### src/rtl/btn_debounce_arbiter.sv
// -----------------------------------------------------------------------------
// btn_debounce_arbiter
//
// Debounces N raw push-button inputs with a single shared counter. A
// round-robin scheduler picks one button whose synchronized level differs
// from its accepted level, times how long the new level holds, and accepts
// it after LIMIT consecutive cycles. Accepted rising edges produce a
// one-cycle press pulse and an event in a 4-deep first-word-fall-through
// FIFO.
//
// Build option:
//   BTN_RELEASE_EVT_EN  when defined, accepted 1->0 changes also push an
//                       event {0,idx}. When undefined, releases only update
//                       level and every event carries MSB = 1.
//
// Parameters:
//   N      number of buttons (2..16)
//   LIMIT  cycles a changed level must hold before acceptance (>= 2)
//   CW     counter width, 2**CW > LIMIT
//
// Ports:
//   clk           system clock
//   nRst          asynchronous active-low reset
//   noisy[N]      raw button levels, asynchronous to clk
//   level[N]      debounced levels
//   press[N]      one-cycle pulse per accepted 0->1 change
//   evt_valid     FIFO non-empty
//   evt_code      {rise, index} at the FIFO head (0 when empty)
//   evt_ready     head is popped when evt_valid && evt_ready
//   overflow      sticky: an event was dropped because the FIFO was full
//   overflow_clr  clears overflow (a simultaneous new drop wins)
// -----------------------------------------------------------------------------
module btn_debounce_arbiter #(
   parameter int N     = 4,
   parameter int LIMIT = 100000,
   parameter int CW    = 17
) (
   input  logic                 clk,
   input  logic                 nRst,
   input  logic [N-1:0]         noisy,
   output logic [N-1:0]         level,
   output logic [N-1:0]         press,
   output logic                 evt_valid,
   output logic [$clog2(N):0]   evt_code,
   input  logic                 evt_ready,
   output logic                 overflow,
   input  logic                 overflow_clr
);

   localparam int IW     = $clog2(N);
   localparam int CODE_W = IW + 1;

   typedef enum logic [1:0] {SCAN, COUNT, COMMIT} state_t;

   state_t              state, state_nx;
   logic [N-1:0]        sync_a, sync;
   logic [N-1:0]        cand;
   logic [IW-1:0]       ptr, ptr_nx;
   logic [IW-1:0]       idx, idx_nx, idx_inc;
   logic [IW-1:0]       pick;
   logic                found;
   int                  j;
   logic [CW-1:0]       counter, counter_nx;
   logic [N-1:0]        level_nx, press_nx;
   logic                push;
   logic [CODE_W-1:0]   push_code;

   // FIFO
   logic [CODE_W-1:0]   mem [4];
   logic [1:0]          rd_ptr, wr_ptr;
   logic [2:0]          count;
   logic                pop, full, accept, drop;

   assign cand    = sync ^ level;
   assign idx_inc = (idx == IW'(N - 1)) ? '0 : idx + 1'b1;

   // First candidate at or after ptr, wrapping from N-1 back to 0.
   always_comb begin
      found = 1'b0;
      pick  = '0;
      j     = 0;
      for (int k = 0; k < N; k++) begin
         j = int'(ptr) + k;
         if (j >= N) j = j - N;
         if (!found && cand[IW'(j)]) begin
            found = 1'b1;
            pick  = IW'(j);
         end
      end
   end

   always_comb begin
      state_nx   = state;
      ptr_nx     = ptr;
      idx_nx     = idx;
      counter_nx = counter;
      level_nx   = level;
      press_nx   = '0;
      push       = 1'b0;
      push_code  = '0;
      case (state)
         SCAN: begin
            if (found) begin
               idx_nx     = pick;
               counter_nx = '0;
               state_nx   = COUNT;
            end
         end
         COUNT: begin
            if (cand[idx]) begin
               if (counter == CW'(LIMIT - 1)) state_nx = COMMIT;
               else                           counter_nx = counter + 1'b1;
            end else begin
               // Level reverted before the hold time: give the next button a turn.
               ptr_nx   = idx_inc;
               state_nx = SCAN;
            end
         end
         COMMIT: begin
            ptr_nx   = idx_inc;
            state_nx = SCAN;
            // A bounce landing exactly in this cycle leaves level untouched.
            if (cand[idx]) begin
               level_nx[idx] = sync[idx];
               if (sync[idx]) begin
                  press_nx[idx] = 1'b1;
                  push          = 1'b1;
                  push_code     = {1'b1, idx};
               end
`ifdef BTN_RELEASE_EVT_EN
               else begin
                  push      = 1'b1;
                  push_code = {1'b0, idx};
               end
`else
`endif
            end
         end
         default: state_nx = SCAN;
      endcase
   end

   always_ff @(posedge clk or negedge nRst) begin
      if (!nRst) begin
         sync_a  <= '0;
         sync    <= '0;
         state   <= SCAN;
         ptr     <= '0;
         idx     <= '0;
         counter <= '0;
         level   <= '0;
         press   <= '0;
      end else begin
         sync_a  <= noisy;
         sync    <= sync_a;
         state   <= state_nx;
         ptr     <= ptr_nx;
         idx     <= idx_nx;
         counter <= counter_nx;
         level   <= level_nx;
         press   <= press_nx;
      end
   end

   // A pop frees a slot in the same cycle, so push-while-full succeeds with it.
   assign evt_valid = (count != 3'd0);
   assign pop       = evt_valid && evt_ready;
   assign full      = (count == 3'd4);
   assign accept    = push && (!full || pop);
   assign drop      = push && full && !pop;
   assign evt_code  = evt_valid ? mem[rd_ptr] : '0;

   always_ff @(posedge clk or negedge nRst) begin
      if (!nRst) begin
         rd_ptr   <= '0;
         wr_ptr   <= '0;
         count    <= '0;
         overflow <= 1'b0;
      end else begin
         if (pop)    rd_ptr <= rd_ptr + 1'b1;
         if (accept) wr_ptr <= wr_ptr + 1'b1;
         if (accept && !pop)      count <= count + 1'b1;
         else if (!accept && pop) count <= count - 1'b1;
         if (drop)              overflow <= 1'b1;
         else if (overflow_clr) overflow <= 1'b0;
      end
   end

   always_ff @(posedge clk) begin
      if (accept) mem[wr_ptr] <= push_code;
   end

endmodule

### config.mk
export PLATFORM = sky130hd
export DESIGN_NAME = btn_debounce_arbiter
export DESIGN_NICKNAME = d
export VERILOG_FILES = /design/src/rtl/btn_debounce_arbiter.sv
export SDC_FILE = /design/constraint.sdc
export NUM_CORES = 1
export LEC_CHECK = 0
export ABC_AREA = 0
export ABC_CLOCK_PERIOD_IN_PS = 3700
export BUFFER_PORTS_ARGS = -buffer_cell sky130_fd_sc_hd__clkbuf_2
export CAP_MARGIN = 20
export CORE_UTILIZATION = 25
export DETAILED_ROUTE_END_ITERATION = 10
export SETUP_SLACK_MARGIN = 0.5
export SLEW_MARGIN = 5
export SYNTH_ARGS = -nofsm -noshare
export SYNTH_HDL_FRONTEND = slang
export SYNTH_SLANG_ARGS = --single-unit
### constraint.sdc
create_clock -name clk -period 3.7 [get_ports clk]
set_clock_uncertainty 0.2 [all_clocks]
set_input_delay 0 -clock clk [delete_from_list [all_inputs] [get_ports clk]]
set_output_delay 0 -clock clk [all_outputs]
set_load 0.02 [all_outputs]
# == Word-level counts from Yosys, hierarchy flattened ==
# Memories as Yosys holds them, arrays and structs flattened.
# Index checks and enable logic that the tools add are counted.
# totals
input_bits,8
elab_cells,133
n_memories,1
output_inout_bits,13
regBits,47
mem_bits_rw,12
# memory_table
name,words,width,rd,rd_clocked_by_memory_dff,write_ports,line_no,source
mem,4,3,1,0,1,69,logic [CODE_W-1:0] mem [4];
# op_classes
reduce_logical,28
n_mux,58
addsub,13
eq_ne,10
n_lt_le_gt_ge,10
n_bitwise,1
# op_table
cell,n
17-bit 2-to-1 mux,3
17-bit one-hot mux with 2 select lines,1
2-bit 2-to-1 mux,13
1-bit 2-to-1 mux,22
3-bit 2-to-1 mux,6
17-bit by 1-bit adder with 17-bit output (second input constant),1
17-bit == test (second input constant),1
2-bit by 4-bit < comparator with 1-bit output (second input constant),4
1-bit binary-select mux with 2-bit select,6
4-bit 2-to-1 mux,3
1-bit logical AND,10
3-bit greater-or-equal comparator (second input constant),3
2-bit != test (second input constant),4
2-bit one-hot mux with 2 select lines,2
2-bit AND reduction,4
2-bit nonzero test,4
2-bit by 1-bit subtractor with 2-bit output (second input constant),4
2-bit by 1-bit adder with 2-bit output (second input constant),3
2-bit by 2-bit adder with 3-bit output (second input constant),2
1-bit logical NOT,6
4-bit bitwise mux,1
2-bit == test (second input constant),2
4-bit AND reduction,1
4-bit bitwise XOR,1
other kinds (13),13

# == Logic depth before layout (Yosys ltp) ==
# Gate-level depths: netlist of run 1.
# depth
depth_word,17
ltp_mapped,11
ltp_nobuf,10

# == Worst setup path before layout of run 1 ==
# OpenSTA, ideal clock, no wires.
# synth_path
path_kind,register to register
from,reg level[2]
to,reg count[2]
setup_ns,0.079
n_path_buf,1
required_ns,3.421
synth_period_minus_slack_ns,3.070
path_stages_with_launch,12
arrival_ns,2.791
slack_ns,0.630
cell_sequence,dfrtp_1 -> xnor2_1 -> mux4_2 -> nor3b_4 -> and2b_1 -> buf_6 -> ha_1 -> inv_1 -> fa_1 -> xor2_1 -> nor2_1 -> xor2_1
# synth_between
elab_chain_len,9
word_cells_on_any_way,11
cone_classes,mux (5); bitwise (1); reduce/logical (5)
# synth_lines
item,line_no,source
start: declaration,41,"output logic [N-1:0] level,"
start signal: assignment,160,level <= level_nx;
4-bit bitwise XOR (*),74,assign cand = sync ^ level;
1-bit binary-select mux with 2-bit select (*),123,if (cand[idx]) begin
1-bit 2-to-1 mux (not written as such) (*),123,
1-bit 2-to-1 mux (*),123,
1-bit 2-to-1 mux (*),101,case (state)
1-bit logical AND (*),169,assign accept = push && (!full || pop);
net accept,72,"logic pop, full, accept, drop;"
1-bit logical NOT,183,else if (!accept && pop) count <= count - 1'b1;
1-bit logical AND,183,
2-bit nonzero test (no line),--,
end signal: assignment,182,if (accept && !pop) count <= count + 1'b1;
end signal: assignment,183,
end: declaration,71,logic [2:0] count;
# Mark *: on every way through the listed nets, which the timed path passes. The rest lies on a longest branch. The select of a mux whose other input is x is not followed.
# A chain may end at the register's enable or synchronous reset.

# == Worst setup path in the final report of run 1 ==
# layout_path
from,reg idx[0]
to,reg count[2]
# layout_between
elab_chain_len,9
word_cells_on_any_way,13
cone_classes,mux (8); reduce/logical (5)
# layout_lines
item,line_no,source
start: declaration,59,"logic [IW-1:0] idx, idx_nx, idx_inc;"
start signal: assignment,158,idx <= idx_nx;
1-bit binary-select mux with 2-bit select,125,if (sync[idx]) begin
1-bit 2-to-1 mux (not written as such),125,
1-bit 2-to-1 mux,125,
1-bit 2-to-1 mux (*),123,
1-bit 2-to-1 mux (*),101,
1-bit logical AND (*),169,
1-bit logical NOT,183,
1-bit logical AND,183,
2-bit nonzero test (no line),--,
# Mark *: on every way between the ends. The rest lies on a longest branch, timed or not. The select of a mux whose other input is x is not followed.

==> impl_metrics.tcl, run 1 <==
set metrics [dict create \
    grt_max_degree 29 \
    fillerInstances 1113 \
    start_util_pct 26.1 \
    slowest_stage "mux4_2" \
    hold_path_class "primary input to async pin" \
    synth-seq-cells 59 \
    setup_viol 0 \
    fin_area_um2 3520 \
    mostFrequentLayoutCells "dfrtp_1 (47), nand2_1 (24), clkbuf_2 (20)" \
    drive_gt1_share_pct 21.4 \
    syn_to_final_growth_pct 22.1 \
    place_area_um2 3110 \
    period_needed_ps 2980 \
    wl_per_cell_um 13.0 \
    via_count 1908 \
    status "completed" \
    yosysUniqueCellTypes 47 \
    clk_pin_slew_worst_paths_ps 50 \
    grt_usage_pct 10.5 \
    cts_sinks 59 \
    worstPathCellList "inv_1 -> mux4_2 -> nor3b_4 -> and2b_2 -> ha_1 -> inv_1 -> fa_1 -> xor2_1 -> nor2_1 -> xor2_1" \
    worst_pin_slew_ps 702 \
    synth_cells 242 \
    ys_async_sr_fraction_pct 79.7 \
    clock_latency_ps 330 \
    slowest_delay_ps 590 \
    clockPowerShare_pct 44.0 \
    p_sw_share_pct 28.3 \
    vdd_drop_max_uv 230 \
    syn_area_per_cell_um2 11.9 \
    synth_edf_count 12 \
    io_buffers 20 \
    grt_pass1_vias 1937 \
    syn-cell-area_um2 2880 \
    grt_pass1_wl_mm 9.43 \
    pwr-share-comb_pct 17.9 \
    vias_per_cell 4.53 \
    layout_commonest_cell "dfrtp_1" \
    nets 295 \
    critPathKind "flop to flop" \
    multiInputGateArea_um2 1240 \
    period_share_pct 80.7 \
    max_slew_margin_pct 53.2 \
    ios 21 \
    drv_slew 0 \
    die-area_um2 12000 \
    dpl.hpwl_mm 3.78 \
    cts_max_level 3 \
    yosysSeqAreaShare_pct 53.3 \
    met1_usage_pct 12.7 \
    die_h_um 109 \
    antenna_found_initial 0 \
    critPathRequiredTime_ps 3750 \
    reg2reg_depth 10 \
    grt_overflow 0 \
    leakage_nw 1.56 \
    p_per_area_nw_per_um2 570 \
    drt_first_pass_iters 4 \
    path_buf_inv 2 \
    drv_cap 0 \
    rsz0062_at_grt "false" \
    gr-usage-met2_pct 16.7 \
    finalSetupTns_ps 0 \
    core_um2 11000 \
    drt_iter0_drc 87 \
    rows 38 \
    grt.busiest_layer "met2" \
    max_clock_freq_mhz 335 \
    arrival_ps 3040 \
    syn_nets 261 \
    ant_nets 0 \
    crit_path_max_fanout 7 \
    seq_power_share_pct 38.1 \
    wirelength_mm 5.47 \
    finalHoldViolCount 0 \
    use_met3_pct 4.09 \
    drc 0 \
    synth_warnings 0 \
    cp_top_family "multiplexers" \
    p_sw_w 0.000567 \
    clock_path_buffers 2 \
    power.internal_w 0.00144 \
    crit_cells 10 \
    regArea_um2 1540 \
    cts_buffers 9 \
    cts_tree "done" \
    whs_ps 47.2 \
    cts_root_buf "clkbuf_16" \
    worst_setup_path_start_kind "flop" \
    cp-end-kind "flop" \
    ys.flop_type "dfrtp_1" \
    n_antenna_cell 0 \
    die_width_um 109 \
    gp_congestion 0.805 \
]
## power groups by stage
| stage | clock (W) | sequential, W | combinational (W) |
|---|---|---|---|
| final | 0.000883 | 0.000765 | 0.000358 |
| after global routing | 0.000930 | 0.000776 | 0.000397 |
| after CTS | 0.000902 | 0.000767 | 0.000357 |
| after detailed placement | 0 | 0.000777 | 0.000348 |
| after global placement | 0 | 0.000772 | 0.000339 |
| after floorplan | 0 | 0.000751 | 0.000291 |
## cells in the mapped netlist, drive strengths merged, types with 4 or more instances
library cell   n  area share (%)
dfrtp         47              41
nand2         24             3.1
xnor2         18             5.5
nor2          16             2.1
and2          13             2.8
edfxtp        12              12
ha            10             4.3
inv            8             1.0
nor4           8             1.7
nand4          7             1.5
clkbuf         6             1.5
xor2           6             1.8
a21o           5             1.3
mux2i          5             1.7
mux4           5             3.9
nand3          5            0.87
o21ai          5            0.87
a21oi          4            0.69
## path summary, 6_finish.rpt
check	from	endpoint	slack (ps)
max	idx[0]	count[2]	720
min	nRst	rd_ptr[1]	50
max reg2reg	idx[0]	count[2]	720
min reg2reg	sync_a[1]	sync[1]	150
max in group asynchronous	nRst	counter[5]	2500
min in group clk	noisy[2]	sync_a[2]	110
## flip-flops by register name (all words and copies together) (netlist names), 3 cells and up
name	count
press	4
level	4
sync_a	4
mem	12
count	3
counter	17
sync	4
## worst reg2reg max path, cell delays in order (launching register included)
cell and delay (ps):
dfrtp_1 470, inv_1 170, mux4_2 590, nor3b_4 200, and2b_2 230, ha_1 200, inv_1 70, fa_1 370
xor2_1 170, nor2_1 110, xor2_1 150
## cells by family after synthesis
group | after synthesis | share of synthesized area (%)
AOI/OAI and AO/OA | 23 | 5.64
xor gates and xnor gates | 24 | 7.29
adders and majority gates | 11 | 5.03
buffers and inverters | 18 | 3.64
DFF | 59 | 53.3
muxes | 13 | 6.81
and+or+nand+nor | 94 | 18.3
## stage by stage
stage / power [W] / setup slack [ps] / instances / util, %
after floorplan: 0.00104 / 630 / 242 / -
after global placement: 0.00111 / 638 / 396 / 28.2
after detailed placement: 0.00112 / 547 / 396 / 28.2
after CTS: 0.00203 / 501 / 420 / 31.8
after global routing: 0.00210 / 525 / 421 / 31.9
final: 0.00201 / 715 / 421 / 31.9
## cell type report
class	instances	share of cell area, %
flip-flops and latches	59	43.6
multi-input cells	165	35.3
clock inverters	7	2.63
repair buffers	33	6.18
inverters	8	0.853
well taps	140	4.98
clock buffers	9	6.40
## metal layers
layer / vias up / part of all wire (%)
met2: 43 / 47
met1: 933 / 46
met5: - / 0
li1: 920 / -
met3: 12 / 4.8
met4: 0 / 2.2
## repair_timing
item	in CTS	in global routing
hold buffers	8	0
hold endpoints to repair	35	0
buffers inserted	0	1
resized for setup	0	1
endpoints found under the setup margin	0	2
Note: power is estimated with default switching activity, not from simulation.
==> inputs of run 2 (changes only) <==
- ABC_CLOCK_PERIOD_IN_PS: 3700 -> 2600
- clock period: 3.7 -> 2.6 ns (I/O delays scaled with it)
==> run 2 against run 1 <==
  * The run now ends with setup timing left
  * Worst setup slack got worse by 780 ps
  * First-iteration DRC count fell by 16%
  * Sequential power rose by 41%
  * Via count rose by 5.2%
  * Largest cell class unchanged
  * Largest power group unchanged
==> impl_metrics.tcl, run 2 (synthesis gave the netlist of run 1 again) <==
set metrics [dict create \
    status "finished, violations left" \
    violations "setup timing" \
    cts_tree "done" \
    drive_gt1_share_pct 37.2 \
    gp_congestion 0.813 \
    clock_latency_ps 330 \
    place_inst 411 \
    drv_cap 0 \
    ant_nets 0 \
    die_h_um 109 \
    antenna_found_initial 0 \
    cp-end-kind "flop" \
    clockPowerShare_pct 39.3 \
    grt_pass1_vias 2061 \
    via_count 2007 \
    top_regs "counter: 17 flops, mem: 12 flops" \
    io_buffers 20 \
    worst_setup_path_start_kind "flop" \
    wirelength_mm 6.15 \
    vias_per_cell 4.52 \
    regMostFlops "counter" \
    grt_usage_pct 11.6 \
    die-area_um2 12000 \
    instances_no_fill 444 \
    max_clock_freq_mhz 375 \
    hold_path_class "primary input to flop" \
    n_antenna_cell 0 \
    cts_sinks 59 \
    layout_commonest_cell "dfrtp_1" \
    cts_max_level 3 \
    cts_buffers 9 \
    grt_max_degree 39 \
    clock_path_buffers 2 \
    vdd_drop_max_uv 334 \
    grt_pass1_wl_mm 10.5 \
    arrival_ps 2680 \
    crit_path_max_fanout 3 \
    period_share_pct 103 \
    critPathKind "flop to flop" \
    wl_per_cell_um 13.9 \
    clk_pin_slew_worst_paths_ps 60 \
    p_per_area_nw_per_um2 772 \
    power.internal_w 0.00208 \
    leakage_nw 1.77 \
    drc 0 \
    fin_ws_ps -68.7 \
    pwr-share-comb_pct 25.3 \
    dpl.hpwl_mm 4.02 \
    nets 318 \
    syn_to_final_growth_pct 36.8 \
    drv_slew 0 \
    finalSetupTns_ps -131 \
    worst_pin_slew_ps 438 \
    start_util_pct 26.1 \
    core_um2 11000 \
    max_slew_margin_pct 70.8 \
    critPathRequiredTime_ps 2610 \
    rows 38 \
    setup_viol 2 \
    finalHoldViolCount 0 \
    drt_first_pass_iters 4 \
    seq_power_share_pct 35.4 \
    die_width_um 109 \
    mostFrequentLayoutCells "dfrtp_1 (44), nand2_1 (24), buf_4 (24)" \
    cts_root_buf "clkbuf_16" \
    ios 21 \
    largest_reg_flops 17 \
    p_sw_w 0.000960 \
    drt_iter0_drc 73 \
    grt_overflow 0 \
    rsz0062_at_grt "true" \
    period_needed_ps 2670 \
    p_sw_share_pct 31.5 \
]
==> run 2: area by class of cell <==
cell class | count | area (um^2)
Clock buffer | 9 | 225
Clock inverter | 7 | 75.1
Fill cell | 1070 | 7090
Inverter | 8 | 30.0
Multi-Input combinational cell | 165 | 1480
Sequential cell | 59 | 1540
Tap cell | 140 | 175
Timing Repair Buffer | 56 | 423
==> run 2: routing by layer <==
metal  vias to the layer above  GRT usage [%]  routed length, um
met4                         0           4.95                102
li1                        973              -                  -
met5                         -              0                  0
met2                        31           18.2               2960
met3                        10           3.38                234
met1                       993           14.8               2860
==> run 2: critical path, cell delays in order (launching register included) <==
cell and delay, ps:
dfrtp_1 420, xnor2_2 170, mux4_2 510, nor3b_4 200
and2b_2 200, ha_4 140, inv_2 30, fa_2 400
mux2_4 270
==> run 2: worst paths after layout <==
check                      startpoint    endpoint  slack, ps  depth (start not counted)
hold reg to reg             sync_a[2]     sync[2]        150                          0
setup reg to reg              sync[3]    count[1]        -70                          8
max in group asynchronous        nRst  counter[0]       1220                          4
min in group asynchronous        nRst   rd_ptr[0]        470                          3
setup / recovery              sync[3]    count[1]        -70                          8
hold / removal               noisy[1]   sync_a[1]        110                          2
==> run 2: stage by stage <==
step	utilization, %	hold WS [ps]	setup slack, ps	instance area (um^2)	power (W)
after floorplan	-	-496	-368	2990	0.00152
after global placement	30.2	-87.9	-55.1	3330	0.00170
after detailed placement	30.2	-90.3	-115	3330	0.00172
after CTS	35.0	103	-58.7	3860	0.00305
after global routing	35.8	115	-198	3950	0.00320
final	35.8	109	-68.7	3950	0.00304
==> run 2: power by group through the flow <==
stage          clock [W]  sequential [W]  combinational, W
2_1_floorplan          0         0.00107          0.000455
3_3_place_gp           0         0.00109          0.000612
3_5_place_dp           0         0.00109          0.000630
4_1_cts          0.00122         0.00108          0.000755
5_1_grt          0.00126         0.00109          0.000849
6_report         0.00120         0.00108          0.000771
==> run 2: repair_timing <==
action,CTS,global route
hold buffers,7,1
setup endpoints to repair,33,49
setup buffers,5,3
hold endpoints to repair,44,12
pin swaps,18,8
resized for setup,22,9
==> inputs of run 3 (changes only) <==
- REMOVE_ABC_BUFFERS: default -> 1
==> run 3 against run 2 <==
  * The run still ends with setup timing left
  * Cell count is 0.23% higher
  * First-iteration DRC count increased by 41%
  * Critical path type unchanged
  * Core utilization grew 0.079 points
  * Non-clock buffer count increased by 1
  * Count of clock-buffer cells in the layout increased by 1
==> impl_metrics.tcl, run 3 (synthesis gave the netlist of run 1 again) <==
set metrics [dict create \
    status "finished, violations left" \
    violations "setup timing" \
    place_inst 411 \
    regMostFlops "counter" \
    drive_gt1_share_pct 35.7 \
    clock_path_buffers 2 \
    top_regs "counter: 17 flops, mem: 12 flops" \
    rows 38 \
    via_count 2009 \
    arrival_ps 2690 \
    ios 21 \
    finalSetupTns_ps -146 \
    drv_cap 0 \
    wl_per_cell_um 13.7 \
    instances_no_fill 445 \
    leakage_nw 1.77 \
    slowest_delay_ps 470 \
    die-area_um2 12000 \
    drt_iter0_drc 103 \
    fin_util_pct 35.8 \
    worst_pin_slew_ps 619 \
    period_share_pct 103 \
    drc 0 \
    power.total_w 0.00320 \
    cp-end-kind "flop" \
    vdd_drop_max_uv 414 \
    drt_first_pass_iters 4 \
    cts_buffers 9 \
    critPathRequiredTime_ps 2610 \
    gp_congestion 0.767 \
    critPathKind "flop to flop" \
    whs_ps 116 \
    worstPathCellList "buf_4 -> buf_4 -> mux4_2 -> inv_2 -> nor3b_4 -> and2b_2 -> ha_4 -> inv_2 -> fa_2 -> mux2_2" \
    crit_path_max_fanout 2 \
    die_h_um 109 \
    clock_latency_ps 330 \
    finalHoldViolCount 0 \
    p_per_area_nw_per_um2 809 \
    syn_to_final_growth_pct 37.1 \
    grt_pass1_wl_mm 10.5 \
    reg2reg_to "count[1]" \
    core_um2 11000 \
    rsz0062_at_grt "true" \
    n_antenna_cell 0 \
    io_buffers 20 \
    mostFrequentLayoutCells "dfrtp_1 (47), nand2_1 (24), buf_4 (23)" \
    grt_usage_pct 11.7 \
    max_clock_freq_mhz 373 \
    hold_path_class "primary input to async pin" \
    ant_nets 0 \
    period_needed_ps 2680 \
    clk_pin_slew_worst_paths_ps 50 \
    largest_reg_flops 17 \
    cts_tree "done" \
    wirelength_mm 6.12 \
    die_width_um 109 \
    reg2reg_depth 10 \
    cts_root_buf "clkbuf_16" \
    setup_viol 2 \
    cts_max_level 3 \
    worst_setup_path_start_kind "flop" \
    max_slew_margin_pct 58.7 \
    vias_per_cell 4.51 \
    nets 319 \
    slowest_stage "mux4_2" \
    drv_slew 0 \
    grt_pass1_vias 2139 \
    grt_overflow 0 \
    layout_commonest_cell "dfrtp_1" \
    antenna_found_initial 0 \
    start_util_pct 26.1 \
    grt_max_degree 48 \
    cts_sinks 59 \
    reg2reg_slack_ps -80 \
    rr_startpoint "sync[0]" \
    dpl.hpwl_mm 3.90 \
    fin_ws_ps -79.8 \
]
[run 3: final cells by class]
class                      count  area (um^2)
clock buffer                  10          229
clock inverter                 6         90.1
fill                        1075         7080
timing repair buffer          57          439
inverter                       8         30.0
sequential                    59         1540
multi-input combinational    165         1450
tap                          140          175
[run 3: stage by stage]
| step | cell area [um^2] | worst slack [ps] |
|---|---|---|
| 3_5_place_dp | 3230 | -117 |
| 3_3_place_gp | 3230 | -57.4 |
| 4_1_cts | 3920 | -68.1 |
| 2_1_floorplan | 2810 | -550 |
| 6_report | 3950 | -79.8 |
| 5_1_grt | 3950 | -191 |
[run 3: worst max path at each step]
stage	startpoint	end	slack [ps]	cells after the start
2_1_floorplan	level[2]	count[2]	-550	10
3_3_place_gp	sync[2]	count[2]	-60	10
3_5_place_dp	sync[2]	count[2]	-120	10
4_1_cts	level[0]	count[2]	-70	10
5_1_grt	sync[0]	count[2]	-190	10
6_report	sync[0]	count[1]	-80	10
[run 3: worst max-delay path, delay by kind of cell, from the launching register on]
| family | cells | cell delay [ps] |
|---|---|---|
| fa+ha+maj | 2 | 580 |
| mux | 2 | 740 |
| simple gates | 2 | 250 |
| flops | 1 | 390 |
| buf+inv | 4 | 400 |
[run 3: repair_timing]
item                                    in CTS  in global routing
endpoints found under the setup margin      36                 49
endpoints found under the hold margin       54                  0
gates cloned                                 1                  0
hold buffers                                 7                  0
pin swaps                                   25                 11
gates resized for setup                     46                  5
setup buffers                                8                  2
[run 3: where the power goes]
group	switching (W)	internal [W]
logic	0.000467	0.000404
clock network	0.000415	0.000839
registers	0.0000697	0.00100
[run 3: routing by layer]
| metal | wire length, um | track usage, % | part of all wire (%) |
|---|---|---|---|
| met4 | 123 | 6.29 | 2.0 |
| met1 | 2790 | 13.9 | 46 |
| met5 | 0 | 0 | 0 |
| met3 | 189 | 2.85 | 3.1 |
| met2 | 3020 | 19.7 | 49 |
